$ cat config.mk
export PLATFORM = sky130hd
export DESIGN_NAME = pixie_dma_responder_flat
export DESIGN_NICKNAME = d
export VERILOG_FILES = /design/src/rtl/pixie_dma_responder_if.sv /design/src/rtl/pixie_dma_responder.sv /design/src/flat_wrapper.sv
export SDC_FILE = /design/constraint.sdc
export NUM_CORES = 1
export LEC_CHECK = 0
export BUFFER_PORTS_ARGS = -buffer_cell sky130_fd_sc_hd__buf_2
export CAP_MARGIN = 30
export CORE_MARGIN = 2
export CORE_UTILIZATION = 29
export DETAILED_ROUTE_END_ITERATION = 6
export HOLD_SLACK_MARGIN = 0.1
export SETUP_SLACK_MARGIN = 0.3
export SLEW_MARGIN = 20
export SYNTH_ARGS = -nofsm -noshare
export SYNTH_HDL_FRONTEND = slang
export SYNTH_SLANG_ARGS = --single-unit
$ cat constraint.sdc
create_clock -name clk -period 2.2 [get_ports clk]
set_input_delay 0.22 -clock clk [delete_from_list [all_inputs] [get_ports clk]]
set_output_delay 0.22 -clock clk [all_outputs]
set_load 0.02 [all_outputs]
$ cat src/rtl/pixie_dma_responder_if.sv
// CPU/memory/video signal bundle for the Pixie DMA responder.
// DMA_IN_EN adds the DMA-in request, write data and memory write strobe.
interface pixie_dma_responder_if;
    logic        clk_enable;
    logic        dmao;
    logic        int_req;
    logic        r0_load;
    logic [15:0] r0_din;
    logic        ie_set;
    logic        ie_clr;
    logic [7:0]  mem_data;
    logic [1:0]  sc;
    logic        cpu_hold;
    logic [15:0] mem_addr;
    logic        mem_rd;
    logic [7:0]  dma_data;
    logic        dma_strobe;
    logic        int_ack;
    logic [15:0] r0;
    logic        ie;
`ifdef DMA_IN_EN
    logic        dmai;
    logic [7:0]  dma_wdata;
    logic        mem_wr;
`endif

    // System side: drives requests and CPU controls, observes the responder.
    modport master (
`ifdef DMA_IN_EN
        output dmai, output dma_wdata, input mem_wr,
`endif
        output clk_enable, output dmao, output int_req, output r0_load,
        output r0_din, output ie_set, output ie_clr, output mem_data,
        input  sc, input cpu_hold, input mem_addr, input mem_rd,
        input  dma_data, input dma_strobe, input int_ack, input r0, input ie
    );

    modport slave (
`ifdef DMA_IN_EN
        input dmai, input dma_wdata, output mem_wr,
`endif
        input  clk_enable, input dmao, input int_req, input r0_load,
        input  r0_din, input ie_set, input ie_clr, input mem_data,
        output sc, output cpu_hold, output mem_addr, output mem_rd,
        output dma_data, output dma_strobe, output int_ack, output r0, output ie
    );
endinterface

$ cat src/rtl/pixie_dma_responder.sv
// Steals machine cycles from the CPU for Pixie DMA-out fetches and interrupts.
// Optional DMA_IN_EN adds a DMA-in (memory write) cycle type.
module pixie_dma_responder #(
    parameter int unsigned CYCLE_PHASES = 8,
    parameter logic [15:0] R0_RESET     = 16'h0000
) (
    input logic              clk,
    input logic              reset_n,
    pixie_dma_responder_if.slave bus
);

    localparam int unsigned PH_W = $clog2(CYCLE_PHASES);
    localparam logic [PH_W-1:0] PH_LAST    = PH_W'(CYCLE_PHASES - 1);
    localparam logic [PH_W-1:0] PH_STROBE  = PH_W'(CYCLE_PHASES - 3);
    localparam logic [PH_W-1:0] PH_XFER_HI = PH_W'(CYCLE_PHASES - 2);
    localparam logic [PH_W-1:0] PH_XFER_LO = PH_W'(1);

    typedef enum logic [1:0] {
        ST_CPU,
        ST_DMA,
`ifdef DMA_IN_EN
        ST_DMAIN,
`endif
        ST_INT
    } state_e;

    state_e          state_q, state_d;
    logic [PH_W-1:0] ph_q, ph_d;
    logic [1:0]      sc_q, sc_d;
    logic            cpu_hold_q, cpu_hold_d;
    logic [15:0]     mem_addr_q, mem_addr_d;
    logic            mem_rd_q, mem_rd_d;
    logic [7:0]      dma_data_q, dma_data_d;
    logic            dma_strobe_q, dma_strobe_d;
    logic            int_ack_q, int_ack_d;
    logic [15:0]     r0_q, r0_d;
    logic            ie_q, ie_d;
    logic            xfer_q, xfer_d;
    logic            in_window;
`ifdef DMA_IN_EN
    logic            mem_wr_q, mem_wr_d;
`endif

    always_ff @(posedge clk or negedge reset_n) begin
        if (!reset_n) begin
            state_q      <= ST_CPU;
            ph_q         <= '0;
            sc_q         <= 2'b00;
            cpu_hold_q   <= 1'b0;
            mem_addr_q   <= 16'h0000;
            mem_rd_q     <= 1'b0;
            dma_data_q   <= 8'h00;
            dma_strobe_q <= 1'b0;
            int_ack_q    <= 1'b0;
            r0_q         <= R0_RESET;
            ie_q         <= 1'b1;
`ifdef DMA_IN_EN
            mem_wr_q     <= 1'b0;
`endif
        end else begin
            state_q      <= state_d;
            ph_q         <= ph_d;
            sc_q         <= sc_d;
            cpu_hold_q   <= cpu_hold_d;
            mem_addr_q   <= mem_addr_d;
            mem_rd_q     <= mem_rd_d;
            dma_data_q   <= dma_data_d;
            dma_strobe_q <= dma_strobe_d;
            int_ack_q    <= int_ack_d;
            r0_q         <= r0_d;
            ie_q         <= ie_d;
`ifdef DMA_IN_EN
            mem_wr_q     <= mem_wr_d;
`endif
        end
    end

`ifdef DMA_IN_EN
    assign xfer_q = (state_q == ST_DMA) || (state_q == ST_DMAIN);
`else
    assign xfer_q = (state_q == ST_DMA);
`endif

    // Phase advance, boundary decision and register updates; outputs follow the next state.
    always_comb begin
        state_d      = state_q;
        ph_d         = ph_q;
        r0_d         = r0_q;
        ie_d         = ie_q;
        dma_data_d   = dma_data_q;
        dma_strobe_d = 1'b0;
        int_ack_d    = 1'b0;
        sc_d         = 2'b00;
        cpu_hold_d   = 1'b0;
        xfer_d       = 1'b0;

        if (bus.clk_enable) begin
            ph_d = ph_q + PH_W'(1);
            if (state_q == ST_CPU) begin
                if (bus.r0_load) r0_d = bus.r0_din;
                if (bus.ie_clr) ie_d = 1'b0;
                else if (bus.ie_set) ie_d = 1'b1;
            end
            if ((state_q == ST_DMA) && (ph_q == PH_STROBE)) begin
                dma_data_d   = bus.mem_data;
                dma_strobe_d = 1'b1;
            end
            if (ph_q == PH_LAST) begin
                if (xfer_q) r0_d = r0_q + 16'd1;
                if (!bus.dmao) begin
                    state_d = ST_DMA;
                end
`ifdef DMA_IN_EN
                else if (!bus.dmai) begin
                    state_d = ST_DMAIN;
                end
`endif
                else if (bus.int_req && ie_q) begin
                    state_d   = ST_INT;
                    ie_d      = 1'b0;
                    int_ack_d = 1'b1;
                end else begin
                    state_d = ST_CPU;
                end
            end
        end

        case (state_d)
            ST_DMA: begin
                sc_d       = 2'b10;
                cpu_hold_d = 1'b1;
                xfer_d     = 1'b1;
            end
`ifdef DMA_IN_EN
            ST_DMAIN: begin
                sc_d       = 2'b10;
                cpu_hold_d = 1'b1;
                xfer_d     = 1'b1;
            end
`endif
            ST_INT: begin
                sc_d       = 2'b11;
                cpu_hold_d = 1'b1;
            end
            default: begin
                sc_d       = 2'b00;
                cpu_hold_d = 1'b0;
            end
        endcase
    end

    // Bus strobes are confined to the inner phases of a transfer cycle.
    assign in_window  = (ph_d >= PH_XFER_LO) && (ph_d <= PH_XFER_HI);
    assign mem_addr_d = xfer_d ? r0_d : mem_addr_q;
    assign mem_rd_d   = (state_d == ST_DMA) && in_window;
`ifdef DMA_IN_EN
    assign mem_wr_d   = (state_d == ST_DMAIN) && in_window;
    assign bus.mem_wr = mem_wr_q;
`endif

    assign bus.sc         = sc_q;
    assign bus.cpu_hold   = cpu_hold_q;
    assign bus.mem_addr   = mem_addr_q;
    assign bus.mem_rd     = mem_rd_q;
    assign bus.dma_data   = dma_data_q;
    assign bus.dma_strobe = dma_strobe_q;
    assign bus.int_ack    = int_ack_q;
    assign bus.r0         = r0_q;
    assign bus.ie         = ie_q;

endmodule

$ cat src/flat_wrapper.sv
// flat-port wrapper written by rule: the top's interface ports become plain ports
module pixie_dma_responder_flat 
#(
    parameter int unsigned CYCLE_PHASES = 8,
    parameter logic [15:0] R0_RESET     = 16'h0000
)
  (clk, reset_n, bus_clk_enable, bus_dmao, bus_int_req, bus_r0_load, bus_r0_din, bus_ie_set, bus_ie_clr, bus_mem_data, bus_sc, bus_cpu_hold, bus_mem_addr, bus_mem_rd, bus_dma_data, bus_dma_strobe, bus_int_ack, bus_r0, bus_ie);
  pixie_dma_responder_if bus_i ();
  input logic clk;
  input logic reset_n;
  input wire logic [$bits(bus_i.clk_enable)-1:0] bus_clk_enable;
  input wire logic [$bits(bus_i.dmao)-1:0] bus_dmao;
  input wire logic [$bits(bus_i.int_req)-1:0] bus_int_req;
  input wire logic [$bits(bus_i.r0_load)-1:0] bus_r0_load;
  input wire logic [$bits(bus_i.r0_din)-1:0] bus_r0_din;
  input wire logic [$bits(bus_i.ie_set)-1:0] bus_ie_set;
  input wire logic [$bits(bus_i.ie_clr)-1:0] bus_ie_clr;
  input wire logic [$bits(bus_i.mem_data)-1:0] bus_mem_data;
  output wire logic [$bits(bus_i.sc)-1:0] bus_sc;
  output wire logic [$bits(bus_i.cpu_hold)-1:0] bus_cpu_hold;
  output wire logic [$bits(bus_i.mem_addr)-1:0] bus_mem_addr;
  output wire logic [$bits(bus_i.mem_rd)-1:0] bus_mem_rd;
  output wire logic [$bits(bus_i.dma_data)-1:0] bus_dma_data;
  output wire logic [$bits(bus_i.dma_strobe)-1:0] bus_dma_strobe;
  output wire logic [$bits(bus_i.int_ack)-1:0] bus_int_ack;
  output wire logic [$bits(bus_i.r0)-1:0] bus_r0;
  output wire logic [$bits(bus_i.ie)-1:0] bus_ie;
  assign bus_i.clk_enable = bus_clk_enable;
  assign bus_i.dmao = bus_dmao;
  assign bus_i.int_req = bus_int_req;
  assign bus_i.r0_load = bus_r0_load;
  assign bus_i.r0_din = bus_r0_din;
  assign bus_i.ie_set = bus_ie_set;
  assign bus_i.ie_clr = bus_ie_clr;
  assign bus_i.mem_data = bus_mem_data;
  assign bus_sc = bus_i.sc;
  assign bus_cpu_hold = bus_i.cpu_hold;
  assign bus_mem_addr = bus_i.mem_addr;
  assign bus_mem_rd = bus_i.mem_rd;
  assign bus_dma_data = bus_i.dma_data;
  assign bus_dma_strobe = bus_i.dma_strobe;
  assign bus_int_ack = bus_i.int_ack;
  assign bus_r0 = bus_i.r0;
  assign bus_ie = bus_i.ie;
  pixie_dma_responder #(.CYCLE_PHASES(CYCLE_PHASES), .R0_RESET(R0_RESET)) u_core (.clk(clk), .reset_n(reset_n), .bus(bus_i));
endmodule
Word-level counts from Yosys, hierarchy flattened
Index checks and enable logic that the tools add are counted.
{"block": "word_totals", "word_cells": 52, "regBits": 52, "out_inout_bits": 47, "input_bits": 32}
{"block": "op_classes", "magnitude_cmp": 2, "n_eq_ne": 5, "reduce_logical": 7, "mux": 25, "add_sub_neg": 2}
{"op": "$mux 16", "n": 5}
{"op": "$add 16x1->16 const B", "n": 1}
{"op": "$mux 1", "n": 14}
{"op": "$mux 2", "n": 4}
{"op": "$eq 3x3->1 const B", "n": 2}
{"op": "$eq 2x1->1 const B", "n": 2}
{"op": "$logic_and 1x1->1", "n": 4}
{"op": "$pmux 2 s2", "n": 1}
{"op": "$add 3x1->3 const B", "n": 1}
{"op": "$ge 3x1->1 const B", "n": 1}
{"op": "$le 3x3->1 const B", "n": 1}
{"op": "$mux 3", "n": 1}
{"op": "$eq 2x2->1 const B", "n": 1}
{"op": "$logic_not 2->1", "n": 1}
{"op": "$reduce_and 2->1", "n": 1}
{"op": "$reduce_or 2->1", "n": 1}

Depth between registers and ports, before layout
Gate-level depths: netlist (run 1).
{"block": "depth", "word_depth": 8, "mapped_depth": 11}

Worst setup path after synthesis (run 1)
OpenSTA, ideal clock, no wires.
{"block": "synth_timing", "kind": "register to register", "startpoint": "reg u_core.ph_q[0]", "endpoint": "reg u_core.mem_addr_q[7] (netlist: u_core.bus.mem_addr[7])", "arrival_ns": 2.240, "path_buffers": 2, "stages_incl_launch_ff": 11, "period_less_slack_ns": 2.351, "setup_ns": 0.110, "setup_slack_ns": -0.151, "cell_sequence": "dfrtp_1 -> ha_1 -> ha_1 -> nand2_1 -> nor2_1 -> a21oi_1 -> ha_1 -> clkbuf_1 -> inv_1 -> clkbuf_1 -> o41ai_1"}
{"block": "synth_via", "elab_chain_len": 5, "word_cells_on_any_way": 7, "classes_between": "eq/ne (2); mux (5)"}
{"item": "start, declared", "line": "pixie_dma_responder.sv:28", "rtl": "logic [PH_W-1:0] ph_q, ph_d;"}
{"item": "start signal, assigned", "line": "pixie_dma_responder.sv:62", "rtl": "ph_q <= ph_d;"}
{"item": "$eq 3x3->1 (*)", "line": "pixie_dma_responder.sv:108", "rtl": "if (ph_q == PH_LAST) begin"}
{"item": "$mux 2", "line": "pixie_dma_responder.sv:108"}
{"item": "$mux 2", "line": "pixie_dma_responder.sv:97", "rtl": "if (bus.clk_enable) begin"}
{"item": "$eq 2x1->1", "line": "pixie_dma_responder.sv:128", "rtl": "case (state_d)"}
{"item": "$mux 1", "line": "pixie_dma_responder.sv:128"}
{"item": "end signal, assigned", "line": "pixie_dma_responder.sv:65", "rtl": "mem_addr_q <= mem_addr_d;"}
{"item": "end, declared", "line": "pixie_dma_responder.sv:31", "rtl": "logic [15:0] mem_addr_q, mem_addr_d;"}
Every way passes the cells marked *; elsewhere a longest branch is shown, timed or not.
A chain may end at the register's enable or synchronous reset.

Worst setup path in the final report (run 1)
{"block": "layout_timing", "startpoint": "reg u_core.ph_q[0]", "endpoint": "reg u_core.mem_addr_q[2] (netlist: u_core.bus.mem_addr[2])"}
The elaborated chain is that of the path after synthesis.

==> impl_metrics.ini, run 1 <==
[clock_tree]
cts.sinks = 51
clk_transition_reported_paths_ns = 0.10
root_buffer = clkbuf_8
cts_buffers = 5
cts_max_level = 2
cts_tree = done
clock_path_buffers = 2
clk_latency_ns = 0.30

[timing]
max_clock_freq_mhz = 535.8
fin_tns_setup_ns = 0
skew_ns = 0.007303
final_hold_viol_count = 0
report.final.slew_viol_count = 0
tightest_slew_ns = 0.6322
maxSlewHeadroom_pct = 57.85
finalSetupViolCount = 0
finalCritPeriodShare_pct = 84.84
rsz0062_at_grt = true
fin_crit_ns = 1.866

[cells_and_area]
diodes = 0
fin_cells = 431
area_growth_syn_to_layout_pct = 33.33
layout_commonest_cell = buf_2
nNetsFinal = 363
drive_above_1_share_pct = 41.72
nFillCells = 848
layout_common_cells = 78 x buf_2, 50 x dfrtp_1, 21 x nand2_1

[global_routing]
grt_start_max_net_pins = 27
grt.overflow.total = 0
grt_pass1_vias = 2121
antenna_found_initial = 0
grt_usage_pct = 14.92
grt_pass1_wl_um = 10690

[floorplan]
die_y_um = 96.43
num_rows = 33
die_w_um = 96.43
coreArea_um2 = 8258
floorplan.initialDensity_pct = 30.00
pin_count = 79
die_area_um2 = 9298

[worst_setup_path]
rrSetupSlack_ns = 0.33
cpMostUsedCell = ha_4
regToRegStartpoint = u_core.ph_q[0]$_DFF_PN0_
worst-r2r-cell-count = 8
crit_chain = ha_2 -> ha_4 -> nand2_8 -> nor2_4 -> a21oi_4 -> ha_4 -> buf_6 -> mux2_4
crit_fanout = 8
crit_path_end_kind = flip-flop
r2r-end = u_core.bus.mem_addr[2]$_DFFE_PN0N_
crit_type = reg -> reg
crit_arrival_ns = 2.06
required_ns = 2.39
critPathLaunchType = flip-flop
critPathMaxStageDelay_ns = 0.40
slowest_stage = dfrtp_1

[synth]
synthesis.nets = 274
yosys_warnings = 0
synth_flop_cell = dfrtp_1
synth.largest_area_cell = dfrtp_1
synth_edf_count = 0
async_flop_share_pct = 100.0
synth_area_leaders = dfrtp_1 51%, mux2_2 5.0%, nand2_1 3.3%, nor2_1 3.2%, ha_1 3.0%
yosysTopAreaCellShare_pct = 50.51
yosysSeqAreaShare_pct = 51.57
synthCells = 236
syn_avg_cell_area_um2 = 10.50
syn_area_um2 = 2477
ys_types = 48
synth-seq-cells = 51

[detailed_routing]
antenna_left = 0
wl_per_cell_um = 15.93
dr.pass1.iters = 4
vias = 2214
wirelength_um = 6865
post-route-drc-count = 0
drtIter0Drc = 118
via_per_inst = 5.137

[hold_path]
holdPathStages = 2
min_from = bus_mem_data[2]
min_to = u_core.bus.dma_data[2]$_DFFE_PN0P_
hold_path_class = in -> reg

[power]
power-per-cell-area_nw_per_um2 = 1530
power_mw = 5.053
ir_drop_v = 0.0006536
p_leak_nw = 1.530

[run_status]
status = finished, final reports clean

[placement]
place_hpwl_um = 5101
place_congestion = 0.7757
port_buffers = 78
dp.cells = 412

[job]
max_cap_viol_count = 0
-- how the worst max path moves through the flow --
stage | startpoint | slack (ns) | end
after floorplan | u_core.ph_q[0]$_DFF_PN0_ | 0.31 | u_core.bus.mem_addr[7]$_DFFE_PN0N_
after global placement | u_core.ph_q[0]$_DFF_PN0_ | 0.22 | u_core.bus.mem_addr[11]$_DFFE_PN0N_
after detailed placement | u_core.ph_q[0]$_DFF_PN0_ | 0.09 | u_core.bus.mem_addr[11]$_DFFE_PN0N_
after CTS | u_core.ph_q[1]$_DFF_PN0_ | 0.30 | u_core.bus.mem_addr[1]$_DFFE_PN0N_
after global routing | u_core.ph_q[0]$_DFF_PN0_ | 0.29 | u_core.bus.mem_addr[1]$_DFFE_PN0N_
final | u_core.ph_q[0]$_DFF_PN0_ | 0.33 | u_core.bus.mem_addr[2]$_DFFE_PN0N_
-- synth_stat cells, types with 2 or more instances --
library cell / n
inv_1: 8
nand4_1: 5
nand2b_1: 4
o31ai_1: 9
nor3_1: 6
a21oi_1: 12
nor4_1: 6
mux2i_1: 3
a311oi_1: 2
buf_6: 2
and3_1: 3
a211oi_1: 4
o21ai_0: 6
a2bb2oi_1: 2
or2_2: 2
mux2_2: 11
o22ai_1: 2
nand3_1: 9
ha_1: 6
o32ai_1: 3
o22ai_2: 6
o41ai_1: 3
nor2_1: 21
nand2_1: 22
buf_4: 2
dfrtp_1: 50
clkbuf_1: 6
-- cell type report --
type | count | area (um2) | share of cell area, %
multi-input cells | 164 | 1200 | 36.33
flip-flops and latches | 51 | 1277 | 38.67
repair buffers | 95 | 539.3 | 16.33
inverters | 8 | 37.54 | 1.136
clock inverters | 2 | 35.03 | 1.061
well taps | 105 | 131.4 | 3.977
clock buffers | 6 | 82.58 | 2.500
-- where the power goes --
group / total [mW] / leakage, nW / internal (mW) / switching (mW)
logic: 2.57 / 0.864 / 1.04 / 1.53
clock network: 0.681 / 0.0612 / 0.368 / 0.313
registers: 1.80 / 0.605 / 1.38 / 0.422
total: 5.05 / 1.53 / 2.79 / 2.27
-- per-layer routing --
layer | vias up | GRT usage, % | part of all wire, %
met3 | 12 | 2.870 | 5.7
met1 | 1079 | 19.68 | 44
met4 | 0 | 4.460 | 1.5
met2 | 79 | 24.94 | 49
li1 | 1044 | - | -
met5 | - | 0 | 0
-- registers in the layout (all words and copies together) (netlist names) --
| name | flops |
|---|---|
| u_core.bus.mem_rd | 1 |
| u_core.ph_q | 3 |
| u_core.bus.ie | 1 |
| u_core.bus.sc | 1 |
| u_core.state_q | 2 |
| u_core.bus.r0 | 16 |
| u_core.bus.int_ack | 1 |
| u_core.bus.cpu_hold | 1 |
| u_core.bus.dma_strobe | 1 |
| u_core.bus.dma_data | 8 |
| u_core.bus.mem_addr | 16 |
-- metrics by stage --
| step | area [um2] | util [%] | hold WS [ns] | worst slack, ns |
|---|---|---|---|---|
| after floorplan | 2540 | - | -0.07559 | 0.3101 |
| after global placement | 3025 | 36.64 | 0.2596 | 0.2207 |
| after detailed placement | 3025 | 36.64 | 0.2737 | 0.09165 |
| after CTS | 3222 | 39.02 | 0.1351 | 0.3000 |
| after global routing | 3303 | 40.00 | 0.1330 | 0.2853 |
| final | 3303 | 40.00 | 0.1454 | 0.3335 |
-- cells by family after synthesis --
| logic type | after synthesis | synth area share (%) |
|---|---|---|
| xor gates and xnor gates | 1 | 0.3536 |
| AOI/OAI and AO/OA | 56 | 17.02 |
| muxes | 14 | 6.212 |
| adders and majority gates | 6 | 3.030 |
| and+or+nand+nor | 87 | 17.63 |
| buffers and inverters | 21 | 4.191 |
| DFF | 51 | 51.57 |
-- worst max-delay path: cells and delay by family (launching register included) --
kind / cells / cell delay, ns
and+or+nand+nor: 2 / 0.14
AOI/OAI and AO/OA: 1 / 0.15
adders and majority gates: 3 / 0.59
buffers and inverters: 1 / 0.15
DFF: 1 / 0.40
muxes: 1 / 0.30
-- repair_timing --
item | in CTS | in global routing
hold buffers | 2 | 0
buffers inserted | 5 | 4
endpoints found under the setup margin | 20 | 10
pin swaps | 0 | 4
endpoints found under the hold margin | 25 | 0
gates cloned | 0 | 0
resized for setup | 5 | 8
(Power assumes the default switching activity.)
==> run 2, diff against run 1 <==
Clock period 2.2 ns to 1.6 ns, I/O delays scaled along.
==> run 2 against run 1 <==
Net effect:
- the run now ends with setup timing left
- critical endpoint unchanged
- critical path type unchanged
- largest power group unchanged
- maximum frequency up 1.9%
- register-to-register slack got worse by 0.56 ns
- highest routed layer unchanged
- clock skew grew 0.011 ns
==> impl_metrics.ini, run 2 (synthesis gave the netlist of run 1 again) <==
[cells_and_area]
layout_common_cells = 77 x buf_2, 55 x buf_4, 46 x dfrtp_1
stdcell_area_um2 = 4204
drive_above_1_share_pct = 62.27
area_growth_syn_to_layout_pct = 69.70
fin_cells = 492
diodes = 0
fin_util_pct = 50.91
layout_commonest_cell = buf_2
nNetsFinal = 424

[worst_setup_path]
regToRegStartpoint = u_core.ph_q[1]$_DFF_PN0_
worst-r2r-cell-count = 8
crit_fanout = 5
critPathLaunchType = flip-flop
r2r-end = u_core.bus.mem_addr[2]$_DFFE_PN0N_
crit_type = reg -> reg
crit_path_end_kind = flip-flop
rrSetupSlack_ns = -0.23
required_ns = 1.81
crit_arrival_ns = 2.04

[timing]
fin_tns_setup_ns = -4.594
report.final.slew_viol_count = 0
finalSetupViolCount = 40
finalCritPeriodShare_pct = 114.4
maxSlewHeadroom_pct = 71.85
rsz0062_at_grt = true
tightest_slew_ns = 0.4183
setup_ws_ns = -0.2310
max_clock_freq_mhz = 546.2
final_hold_viol_count = 0
fin_crit_ns = 1.831
skew_ns = 0.01822

[detailed_routing]
wirelength_um = 7926
post-route-drc-count = 0
vias = 2469
dr.pass1.iters = 4
antenna_left = 0
via_per_inst = 5.018
drtIter0Drc = 111
wl_per_cell_um = 16.11

[hold_path]
min_to = u_core.bus.r0[6]$_DFF_PN0_
min_from = bus_r0_din[6]
hold_path_class = in -> reg
holdPathStages = 3

[floorplan]
die_y_um = 96.43
coreArea_um2 = 8258
die_w_um = 96.43
num_rows = 33
die_area_um2 = 9298
pin_count = 79
floorplan.initialDensity_pct = 30.00

[clock_tree]
clk_latency_ns = 0.32
cts_buffers = 5
cts_tree = done
clock_path_buffers = 2
cts.sinks = 51
cts_max_level = 2
clk_transition_reported_paths_ns = 0.11
root_buffer = clkbuf_8

[power]
clkPwrFrac_pct = 11.7
power-per-cell-area_nw_per_um2 = 2003
seqPwrFrac_pct = 28.3
swShare_pct = 44.15
p_leak_nw = 1.900
ir_drop_v = 0.0007752
power_frac_comb_pct = 60.0
internal_power_mw = 4.704
p_sw_mw = 3.718

[placement]
dp.cells = 462
port_buffers = 78
placed_cell_area_um2 = 3495
place_congestion = 0.8648
place_hpwl_um = 5293

[run_status]
status = complete, but fails checks
violations = setup timing

[global_routing]
antenna_found_initial = 0
grt_pass1_wl_um = 12240
grt_start_max_net_pins = 52
grt_pass1_vias = 2484
grt_usage_pct = 17.43
grt.overflow.total = 0

[job]
max_cap_viol_count = 0
-- run 2: cell types whose count changed in the layout (fill, tap and decap cells not counted), moves of 5 or more --
cell,change
buf_4,+42
buf_6,+11
dlygate4sd3_1,+8
a21oi_1,-6
nor2_1,-6
a21oi_2,+5
-- run 2: worst max-delay path, stage by stage (launching register included) --
cell	delay, ns
dfrtp_1	0.40
ha_2	0.20
ha_4	0.18
nand2_8	0.09
nor2_4	0.05
a21oi_4	0.15
ha_4	0.21
buf_4	0.13
mux2_2	0.32
-- run 2: per-layer routing --
layer | track usage, % | routed length (um)
met5 | 0 | 0
met4 | 5.516 | 118
met3 | 3.336 | 480
met2 | 30.32 | 4008
met1 | 21.85 | 3318
-- run 2: layout make-up --
class | instances | area, um2
fill | 767 | 4054
multi-input combinational | 164 | 1555
sequential | 51 | 1282
timing repair buffer | 156 | 1074
tap | 105 | 131.4
clock buffer | 6 | 82.58
inverter | 8 | 40.04
clock inverter | 2 | 38.79
-- run 2: stage by stage --
step	power, mW	hold slack [ns]	worst slack [ns]
detailed placement	6.533	0.1791	-0.3432
global route	8.994	0.1233	-0.3067
floorplan	4.847	-0.1356	-0.2293
global placement	6.438	0.1726	-0.2432
CTS	8.042	0.1025	-0.2228
finish	8.422	0.1122	-0.2310
-- run 2: power by group through the flow --
stage                     Combinational (mW)  Sequential (mW)  Clock (mW)
after floorplan                         1.81             3.04           0
after global placement                  4.07             2.37           0
after detailed placement                4.15             2.39           0
after CTS                               4.67             2.38       0.999
after global routing                    5.46             2.47        1.06
final                                   5.06             2.38       0.982
-- run 2: timing repair --
action / CTS / global route
hold endpoints to repair: 60 / 0
pin swaps: 16 / 21
setup endpoints to repair: 45 / 49
resized for setup: 53 / 33
cloned: 2 / 0
buffers inserted: 8 / 2
hold buffers: 10 / 0
-- run 2: worst max-delay path by stage --
stage / startpoint / to / slack (ns)
after detailed placement: u_core.ph_q[0]$_DFF_PN0_ / u_core.bus.mem_addr[13]$_DFFE_PN0N_ / -0.34
after global placement: u_core.ph_q[1]$_DFF_PN0_ / u_core.bus.mem_addr[13]$_DFFE_PN0N_ / -0.24
final: u_core.ph_q[1]$_DFF_PN0_ / u_core.bus.mem_addr[2]$_DFFE_PN0N_ / -0.23
after CTS: u_core.ph_q[0]$_DFF_PN0_ / u_core.bus.mem_addr[7]$_DFFE_PN0N_ / -0.22
after global routing: u_core.ph_q[1]$_DFF_PN0_ / u_core.bus.mem_addr[7]$_DFFE_PN0N_ / -0.31
after floorplan: u_core.ph_q[0]$_DFF_PN0_ / u_core.bus.mem_addr[9]$_DFFE_PN0N_ / -0.23
==> run 3, diff against run 2 <==
Settings changed: CORE_MARGIN 2 to 3.
==> run 3 against run 2 <==
Net effect:
- the run still ends with setup timing left
- routed wire length decreased by 3.6%
- hold slack improved by 0.0097 ns
- first-iteration DRC count decreased by 17%
- via count decreased by 3.3%
- setup slack improved by 0.023 ns
- count of clock-buffer cells in the layout unchanged
- combinational power decreased by 4.7%
- critical path depth increased by 1
- clock skew decreased by 0.0036 ns
- sequential cell count unchanged
- total power decreased by 5.1%
- highest routed layer unchanged
==> impl_metrics.ini, run 3 (synthesis gave the netlist of run 1 again) <==
[run_status]
status = complete, but fails checks
violations = setup timing

[timing]
fin_tns_setup_ns = -3.288
final_hold_viol_count = 0
maxSlewHeadroom_pct = 75.56
skew_ns = 0.01461
finalSetupViolCount = 28
finalCritPeriodShare_pct = 113.0
max_clock_freq_mhz = 553.1
fin_crit_ns = 1.808
setup_ws_ns = -0.2078
rsz0062_at_grt = true
tightest_slew_ns = 0.3627
report.final.slew_viol_count = 0

[global_routing]
antenna_found_initial = 0
grt.overflow.total = 0
grt_usage_pct = 15.95
grt_pass1_wl_um = 12550
grt_start_max_net_pins = 52
grt_pass1_vias = 2498

[cells_and_area]
drive_above_1_share_pct = 60.26
fin_util_pct = 50.15
fin_cells = 485
stdcell_area_um2 = 4141
nNetsFinal = 417
diodes = 0
layout_commonest_cell = buf_2
layout_common_cells = 78 x buf_2, 46 x dfrtp_1, 45 x buf_4
area_growth_syn_to_layout_pct = 67.17

[detailed_routing]
via_per_inst = 4.922
vias = 2387
wirelength_um = 7640
antenna_left = 0
post-route-drc-count = 0
wl_per_cell_um = 15.75
dr.pass1.iters = 4
drtIter0Drc = 92

[floorplan]
pin_count = 79
num_rows = 33
die_w_um = 98.43
die_area_um2 = 9687
floorplan.initialDensity_pct = 30.00
coreArea_um2 = 8258
die_y_um = 98.43

[job]
max_cap_viol_count = 0

[placement]
placed_cell_area_um2 = 3450
place_congestion = 0.8560
dp.cells = 456
port_buffers = 78
place_hpwl_um = 5387

[worst_setup_path]
crit_arrival_ns = 2.00
crit_fanout = 7
crit_type = reg -> reg
crit_path_end_kind = flip-flop
required_ns = 1.79
critPathLaunchType = flip-flop

[clock_tree]
clk_transition_reported_paths_ns = 0.09
cts_tree = done
root_buffer = clkbuf_8
cts_buffers = 5
cts.sinks = 51
clock_path_buffers = 2
cts_max_level = 2
clk_latency_ns = 0.31

[power]
p_sw_mw = 3.611
power-per-cell-area_nw_per_um2 = 1929
internal_power_mw = 4.379
clkPwrFrac_pct = 9.4
ir_drop_v = 0.0008557
p_leak_nw = 1.876
power_frac_comb_pct = 60.3
power_mw = 7.989
swShare_pct = 45.19
seqPwrFrac_pct = 30.3

[hold_path]
hold_path_class = in -> reg
[run 3: metrics by stage]
| stage | worst slack (ns) | hold slack [ns] |
|---|---|---|
| floorplan | -0.2293 | -0.1356 |
| global placement | -0.2224 | 0.1715 |
| detailed placement | -0.3054 | 0.1770 |
| CTS | -0.2022 | 0.1083 |
| global route | -0.2809 | 0.1223 |
| finish | -0.2078 | 0.1219 |
[run 3: final timing paths]
path | startpoint | endpoint | slack [ns] | cells past startpoint
max | u_core.ph_q[0]$_DFF_PN0_ | u_core.bus.mem_addr[1]$_DFFE_PN0N_ | -0.21 | 9
min | bus_r0_din[0] | u_core.bus.r0[0]$_DFF_PN0_ | 0.12 | 3
max reg2reg | u_core.ph_q[0]$_DFF_PN0_ | u_core.bus.mem_addr[1]$_DFFE_PN0N_ | -0.21 | 9
min reg2reg | u_core.bus.mem_addr[10]$_DFFE_PN0N_ | u_core.bus.mem_addr[10]$_DFFE_PN0N_ | 0.49 | 2
max in group asynchronous | reset_n | u_core.bus.ie$_DFFE_PN1P_ | 0.93 | 3
min in group asynchronous | reset_n | u_core.bus.mem_addr[6]$_DFFE_PN0N_ | 0.35 | 3
[run 3: area by class of cell]
class / count / area, um2
timing repair buffer: 149 / 1030
fill: 771 / 4116
sequential: 51 / 1282
inverter: 8 / 37.54
multi-input combinational: 164 / 1575
tap: 105 / 131.4
clock buffer: 6 / 72.57
clock inverter: 2 / 12.51
[run 3: what timing repair did]
item                       in CTS  in global routing
buffers inserted                8                  2
pin swaps                      18                 19
hold buffers                   10                  0
gates cloned                    1                  0
gates resized for setup        54                 33
hold endpoints to repair       59                  0
setup endpoints to repair      44                 46
[run 3: power groups by stage]
stage / combinational (mW) / clock [mW] / sequential [mW]
floorplan: 1.81 / 0 / 3.04
global placement: 3.99 / 0 / 2.39
detailed placement: 4.04 / 0 / 2.41
CTS: 4.55 / 0.787 / 2.42
global route: 5.22 / 0.838 / 2.50
finish: 4.82 / 0.750 / 2.42
[run 3: worst max-delay path, cell delays in order, from the launching register on]
cell	delay (ns)
dfrtp_1	0.40
ha_2	0.20
ha_4	0.17
buf_4	0.14
nand2_4	0.07
a21oi_4	0.06
buf_8	0.15
buf_6	0.12
a2bb2oi_2	0.12
mux2_2	0.26
[run 3: routing by layer]
metal | vias up | GRT usage, % | routed length (um)
li1 | 1154 | - | -
met1 | 1160 | 20.29 | 3328
met2 | 63 | 28.08 | 3853
met3 | 10 | 3.114 | 367
met4 | 0 | 3.571 | 90
met5 | - | 0 | 0
